===== src/rtl/instr_fetch.sv =====
// Instruction fetch/decode stage feeding controlPulses: fetches a word at pc,
// holds its decode for the whole execute phase and carries the EXTEND flag forward.
module instr_fetch #(
    parameter int              WORD_W   = 15,
    parameter int              PC_W     = 12,
    parameter logic [PC_W-1:0] RESET_PC = 12'o4000
) (
    input  logic              clk,
    input  logic              reset,
    input  logic              hold,
    output logic              mem_rd,
    output logic [PC_W-1:0]   mem_addr,
    input  logic [WORD_W-1:0] mem_rdata,
    input  logic              mem_valid,
    input  logic              exec_done,
    input  logic              ext_flag,
    input  logic              branch_en,
    input  logic [PC_W-1:0]   branch_addr,
    output logic [2:0]        opcode,
    output logic [1:0]        qc,
    output logic [PC_W-1:0]   operand,
    output logic              extracode,
    output logic              instr_valid,
    output logic [PC_W-1:0]   pc
);

    typedef enum logic {FETCH, EXEC} state_t;

    state_t            state, state_next;
    logic [WORD_W-1:0] ir;
    logic              ext_seen;
    logic              fetch_fire;
    logic              done_fire;

    always_ff @(posedge clk) begin
        if (reset) state <= FETCH;
        else       state <= state_next;
    end

    always_comb begin
        state_next = state;
        mem_rd     = 1'b0;
        fetch_fire = 1'b0;
        done_fire  = 1'b0;
        case (state)
            FETCH: begin
                // Request is masked during reset so an in-flight word is never taken.
                mem_rd = !hold && !reset;
                if (mem_rd && mem_valid) begin
                    fetch_fire = 1'b1;
                    state_next = EXEC;
                end
            end
            EXEC: begin
                if (exec_done) begin
                    done_fire  = 1'b1;
                    state_next = FETCH;
                end
            end
            default: state_next = FETCH;
        endcase
    end

    always_ff @(posedge clk) begin
        if (reset) begin
            pc        <= RESET_PC;
            ir        <= '0;
            extracode <= 1'b0;
            ext_seen  <= 1'b0;
        end else if (fetch_fire) begin
            ir <= mem_rdata;
            pc <= pc + PC_W'(1);
        end else if (done_fire) begin
            // extracode marks only the instruction that follows an EXTEND.
            extracode <= ext_seen || ext_flag;
            ext_seen  <= 1'b0;
            if (branch_en) pc <= branch_addr;
        end else if (state == EXEC && ext_flag) begin
            ext_seen <= 1'b1;
        end
    end

    assign mem_addr    = pc;
    assign instr_valid = (state == EXEC);
    assign opcode      = ir[14:12];
    assign qc          = ir[11:10];
    assign operand     = ir[PC_W-1:0];

endmodule

===== config.mk =====
export PLATFORM = sky130hd
export DESIGN_NAME = instr_fetch
export DESIGN_NICKNAME = d
export VERILOG_FILES = /design/src/rtl/instr_fetch.sv
export SDC_FILE = /design/constraint.sdc
export NUM_CORES = 1
export LEC_CHECK = 0
export ABC_AREA = 1
export ABC_CLOCK_PERIOD_IN_PS = 1100
export CAP_MARGIN = 30
export CORE_MARGIN = 2
export CORE_UTILIZATION = 36
export CTS_BUF_LIST = sky130_fd_sc_hd__clkbuf_4 sky130_fd_sc_hd__clkbuf_8 sky130_fd_sc_hd__clkbuf_16
export DETAILED_ROUTE_END_ITERATION = 7
export PLACE_DENSITY = 0.76
export SKIP_LAST_GASP = 1
export SLEW_MARGIN = 20
export SYNTH_ARGS = -nofsm -noshare
export SYNTH_HDL_FRONTEND = slang
export SYNTH_SLANG_ARGS = --single-unit

===== constraint.sdc =====
create_clock -name clk -period 1.1 [get_ports clk]
set_input_delay 0.11 -clock clk [delete_from_list [all_inputs] [get_ports clk]]
set_output_delay 0.11 -clock clk [all_outputs]
set_load 0.01 [all_outputs]

==> results of run 1 <==
[flip-flops by register name, summed over array words and instances, names as in the netlist]
signal       cells
ext_seen         1
extracode        1
ir              15
mem_addr        12
instr_valid      1
[worst max-delay path, stage by stage, from the launching register on]
cell and delay, ns:
dfxtp_4 0.37, ha_4 0.15, nand3_4 0.07, nor2_4 0.16
nand2_1 0.07, nand2_1 0.06, nand3_1 0.06, nand2_1 0.08
a21oi_2 0.05
[path summary, 6_finish.rpt]
kind / endpoint / startpoint / cells past startpoint / slack, ns
worst max-delay path: mem_addr[10]$_SDFFE_PP0P_ / mem_addr[0]$_SDFFE_PP0P_ / 8 / -0.09
worst min-delay path: ir[12]$_SDFFE_PP0N_ / mem_rdata[12] / 3 / 0.38
worst max register to register: mem_addr[10]$_SDFFE_PP0P_ / mem_addr[0]$_SDFFE_PP0P_ / 8 / -0.09
worst min register to register: ir[12]$_SDFFE_PP0N_ / ir[12]$_SDFFE_PP0N_ / 2 / 0.46
[cell type report]
class / instances / area share
multi-input combinational: 150 / 0.334
timing repair inverter: 2 / 0.00356
timing repair buffer: 106 / 0.352
sequential: 30 / 0.223
clock inverter: 2 / 0.00400
inverter: 19 / 0.0316
tap: 52 / 0.0231
clock buffer: 6 / 0.0293
[timing repair]
item                                    CTS  global route
gates resized for setup                  82            50
pin swaps                                12            13
endpoints found under the setup margin   71            37
gates cloned                              3             0
setup buffers                             6             2
[routing by layer]
layer	track usage	vias up	wire (um)	part of all wire
met5	0	-	0	0
met4	0.0427	0	21	0.0045
met3	0.0678	4	306	0.066
met2	0.332	57	2430	0.52
met1	0.231	797	1890	0.41
li1	-	880	-	-
[power by group through the flow]
| stage | Sequential [mW] | Clock (mW) | Combinational [mW] |
|---|---|---|---|
| after floorplan | 1.19 | 0 | 0.157 |
| after global placement | 1.18 | 0 | 0.430 |
| after detailed placement | 1.18 | 0 | 0.437 |
| after CTS | 1.15 | 0.970 | 0.449 |
| after global routing | 1.15 | 1.02 | 0.536 |
| final | 1.15 | 0.949 | 0.498 |
[stage by stage]
step / cells / instance area, um2 / total power, mW
6_report: 367 / 2820 / 2.59
5_1_grt: 367 / 2820 / 2.71
4_1_cts: 366 / 2670 / 2.57
3_5_place_dp: 349 / 2450 / 1.61
3_3_place_gp: 349 / 2450 / 1.61
2_1_floorplan: 220 / 1610 / 1.35
[Yosys cell counts (3+ instances only)]
cell     count
o21a_1       3
buf_4       14
a31oi_1      3
dfxtp_1     30
o21ai_1      4
nand2_1     70
a21oi_1     24
inv_1       15
nor2_1       8
o21ai_0      4
nand2_2      6
nand3_1     12
nor2_4       3
[cell families (layout without fill, tap and decap cells)]
| logic type | Yosys count | in the layout | synth area share |
|---|---|---|---|
| adder cells (fa/ha/maj) | 1 | 1 | 0.00792 |
| AO/OA/AOI/OAI | 40 | 40 | 0.139 |
| buffers and inverters | 40 | 135 | 0.150 |
| flip-flops | 30 | 30 | 0.380 |
| AND/OR/NAND/NOR | 106 | 106 | 0.306 |
| XOR/XNOR | 3 | 3 | 0.0166 |
[cell usage in the layout, fill, tap and decap left out, types with 4 or more instances in the layout]
cell type,n
nand2_1,57
dlygate4sd2_1,38
clkdlybuf4s50_1,32
buf_4,22
a21oi_2,18
dfxtp_1,18
inv_1,14
nand2_2,10
nand2_4,9
nor2_1,8
nand3_1,8
a21oi_1,7
dfxtp_2,7
clkbuf_8,6
nand3_2,5
dfxtp_4,5
buf_6,5
nor2_4,4
o21ai_2,4
buf_12,4
==> key figures, run 1 <==
Finish
  – Register area: 628 um2
  – Number of diodes: 0
  – Area of the multi-input gates: 940 um2
  – Fill cells: 372
  – Synth-to-layout area growth: 78.1%
  – Layout cells sized above 1: 0.362
  – Post-layout util: 0.656
  – Final #Nets: 349

Placement
  – HPWL after DPL: 3.13 mm
  – Port-buffer cells: 77
  – Routability cong.: 0.804
  – Dpl ws: -0.417 ns

Pwr
  – Leakage power: 1.27 nW
  – Clk pwr share: 0.366
  – Pwr dens: 921 mW/mm2
  – Peak supply drop: 0.809 mV
  – Reg power frac: 0.442
  – Switching pwr: 700 uW
  – Comb pwr share: 0.192
  – Total internal power: 1.89 mW
  – Sw frac: 0.270

Setup path
  – CP endpoint kind: register
  – Max FO, Critical Path: 5
  – Critical path arrival: 1.37 ns
  – Worst setup path class: reg2reg
  – Startpoint Class: register
  – Worst endpoint required time: 1.28 ns

Clock network
  – Num CTS Buffers: 5
  – Clock slew at reported path FFs: 0.07 ns
  – CTS H-Tree Depth: 2
  – Buffer levels on the longest clock path: 2
  – Clock tree sinks: 30
  – Worst skew pair latency: 0.28 ns
  – CTS tree: done
  – Hold_buf cts: 0
  – Root Buffer: clkbuf_8

Floorplanning
  – Core Rows: 24
  – Die X-Extent: 70.3 um
  – Initial core utilization: 0.368
  – Die Y: 70.3 um
  – Core area: 0.00429 mm2
  – Full die area: 0.00494 mm2
  – IO Pins: 78

Synthesis
  – Syn Std Cell Area: 0.00158 mm2
  – Top-area cell type share of the netlist area: 0.380
  – Synth area leader: dfxtp_1
  – Sequential share of the synthesized area: 0.380
  – Synth Instances: 220
  – Syn Area/Cell: 7.18 um2
  – Unique masters post-synth: 31
  – Post-synth top flop: dfxtp_1
  – Synth Warn #: 0
  – Synth area leaders: dfxtp_1, nand2_1, a21oi_1, buf_4, nand3_1
  – Fraction of registers with async set/reset: 0
  – EDFF count, synth: 0
  – Post-synth net total: 255
  – Yosys reg bits: 30

Timing
  – Setup WS post-layout: -0.0868 ns
  – Final setup violation count: 26
  – Skew final: 0.00429 ns
  – Total negative setup slack: -0.932 ns
  – Worst Max-Slew Pin Slew: 0.291 ns
  – Hold Vio Cnt, Final: 0
  – Minimum clock period: 1.19 ns
  – RSZ-0062 raised after global routing: true
  – Crit share post-route: 1.08
  – Hold WS: 0.381 ns
  – Fmax: 0.843 GHz
  – Slew margin rel.: 0.806
  – Final count of pins violating max slew: 0

Outcome
  – Failing checks: setup timing
  – Status: finished, violations left

Routing
  – DRC viols: 0
  – Routed wire length: 4.65 mm
  – Initial DRC Count: 97
  – Vias post-DR: 1738
  – Wire length per cell: 12.7 um
  – DR pass1 iterations: 4
  – Antenna viol nets, final: 0
  – Vias per inst: 4.74

Global route
  – Largest net degree at the start of global routing: 22
  – GRT overflow: 0
  – First-pass GRT wire length: 7.65 mm
  – Total Routing Usage GR: 0.193
  – Vias in the first global route: 1652
  – Antenna violations before repair: 0

Run
  – Max_cap viols: 0

Min path
  – Hold Path Class: in2reg
Note: power is estimated with default switching activity, not from simulation.
==> run 2, diff against run 1 <==
Settings changed: SLEW_MARGIN 20 to default.
==> results of run 2 <==
Same layout as run 1: the final DEF is identical, and so are final timing and power.
==> run 3, diff against run 2 <==
Settings changed: CORE_UTILIZATION 36 to 37, CTS_BUF_LIST sky130_fd_sc_hd__clkbuf_4 sky130_fd_sc_hd__clkbuf_8 sky130_fd_sc_hd__clkbuf_16 to sky130_fd_sc_hd__clkbuf_4, PLACE_DENSITY 0.76 to 0.77.
==> run 3 against run 2 <==
  * The flow still finishes with violations (setup timing)
  * Routed wire length up 2.5%
  * Die area down 2.6%
  * Cell count up 0.27%
  * Utilization up 3.5 points
  * Largest power group unchanged
==> key figures, run 3 (synthesized netlist as in run 1, its figures left out) <==
Clock network
  – Clock slew at reported path FFs: 0.11 ns
  – Root Buffer: clkbuf_4
  – Worst skew pair latency: 0.33 ns
  – Num CTS Buffers: 5
  – Hold_buf cts: 0
  – Buffer levels on the longest clock path: 2
  – Clock tree sinks: 30
  – CTS H-Tree Depth: 2
  – CTS tree: done

Floorplanning
  – Core Rows: 23
  – Die Y: 69.4 um
  – Initial core utilization: 0.389
  – Core area: 0.00406 mm2
  – Full die area: 0.00481 mm2
  – IO Pins: 78
  – Die X-Extent: 69.4 um

Routing
  – Routed wire length: 4.76 mm
  – DR pass1 iterations: 4
  – Vias post-DR: 1759
  – Vias per inst: 4.78
  – Antenna viol nets, final: 0
  – Wire length per cell: 12.9 um
  – Initial DRC Count: 136
  – DRC viols: 0

Finish
  – Largest register FFs: 15
  – Largest Register: ir
  – Most common cell after layout, fill and taps aside: nand2_1
  – Design area: 0.00280 mm2
  – Fin cells: 368
  – Layout cells sized above 1: 0.425
  – Most frequent cells in the layout: nand2_1, clkdlybuf4s50_1, buf_4, clkbuf_2, clkdlybuf4s15_1
  – Post-layout util: 0.690
  – Number of diodes: 0
  – Synth-to-layout area growth: 77.2%
  – Final #Nets: 352

Timing
  – RSZ-0062 raised after global routing: true
  – Setup WS post-layout: -0.108 ns
  – Skew final: 0.00470 ns
  – Fmax: 0.827 GHz
  – Minimum clock period: 1.21 ns
  – Worst Max-Slew Pin Slew: 0.314 ns
  – Total negative setup slack: -1.07 ns
  – Final count of pins violating max slew: 0
  – Crit share post-route: 1.10
  – Final setup violation count: 28
  – Hold Vio Cnt, Final: 0
  – Hold WS: 0.311 ns
  – Slew margin rel.: 0.791

Global route
  – GRT overflow: 0
  – Met1 usage: 0.206
  – Antenna violations before repair: 0
  – First-pass GRT wire length: 6.97 mm
  – Met2 Resource Use GR: 0.287
  – GRT busiest layer: met2
  – Total Routing Usage GR: 0.177
  – Largest net degree at the start of global routing: 23
  – Vias in the first global route: 1566
  – GR met3 Demand/Resource: 0.0887

Setup path
  – Worst setup path startpoint: mem_addr[1]$_SDFFE_PP0P_
  – Most frequent CP cell: nand3_1
  – R2r startpoint: mem_addr[1]$_SDFFE_PP0P_
  – CP endpoint kind: register
  – CP Buf/Inv Count: 0
  – Worst setup path class: reg2reg
  – Max FO, Critical Path: 5
  – Crit path max-delay family: simple AND/OR/NAND/NOR gates
  – Crit-path cells: ha_4, nand3_4, nor2_4, nand3_1, nand3_1, nand2_1, a21oi_2
  – Worst endpoint required time: 1.37 ns
  – Largest stage delay, worst path: 0.38 ns
  – Critical path arrival: 1.48 ns
  – Slowest cell on crit path: dfxtp_4
  – Startpoint Class: register
  – Worst r2r path cells: 7
  – Worst path depth: 7

Run
  – Max_cap viols: 0

Min path
  – Hold Path Depth: 3
  – Hold Startpoint: mem_rdata[6]
  – Hold Path Class: in2reg

Placement
  – HPWL after DPL: 2.98 mm
  – Placed cells: 345
  – Port-buffer cells: 77
  – Dpl ws: -0.388 ns
  – Routability cong.: 0.851
  – Placed Area: 0.00244 mm2

Pwr
  – Pwr dens: 910 mW/mm2
  – Leakage power: 1.21 nW
  – Peak supply drop: 1.07 mV
  – Total power: 2.55 mW

Outcome
  – Status: finished, violations left
  – Failing checks: setup timing
[run 3: layout make-up]
type,count,area [um2]
fillers,323,1260
repair buffers,110,978
inverters,19,86.3
well taps,50,62.6
clock buffers,5,37.5
repair inverters,1,6.26
multi-input cells,150,945
flip-flops and latches,30,642
clock inverters,3,42.5
[run 3: report_power, final]
part	leakage, nW	switching, mW	internal, mW
clock network	0.0461	0.431	0.481
logic	0.914	0.221	0.276
registers	0.253	0.0319	1.11
[run 3: metal layers]
layer,vias to the layer above,part of all wire
li1,887,-
met1,790,0.41
met2,75,0.49
met3,7,0.092
met4,0,0.012
met5,-,0
[run 3: worst paths after layout]
check                           slack (ns)                        end
worst max-delay path                 -0.11  mem_addr[10]$_SDFFE_PP0P_
worst max register to register       -0.11  mem_addr[10]$_SDFFE_PP0P_
worst min-delay path                  0.31         ir[6]$_SDFFE_PP0N_
worst min register to register        0.47        ir[12]$_SDFFE_PP0N_
[run 3: timing repair]
item | 4_1_cts | 5_1_grt
setup endpoints to repair | 71 | 68
buffers inserted | 9 | 4
hold endpoints to repair | 0 | 0
gates cloned | 0 | 2
gates resized for setup | 95 | 95
pin swaps | 9 | 20
[run 3: worst register-to-register path, delay by kind of cell, from the launching register on]
family / cells / cell delay (ns)
AO/OA/AOI/OAI: 1 / 0.12
adder cells (fa/ha/maj): 1 / 0.16
flip-flops: 1 / 0.38
AND/OR/NAND/NOR: 5 / 0.50
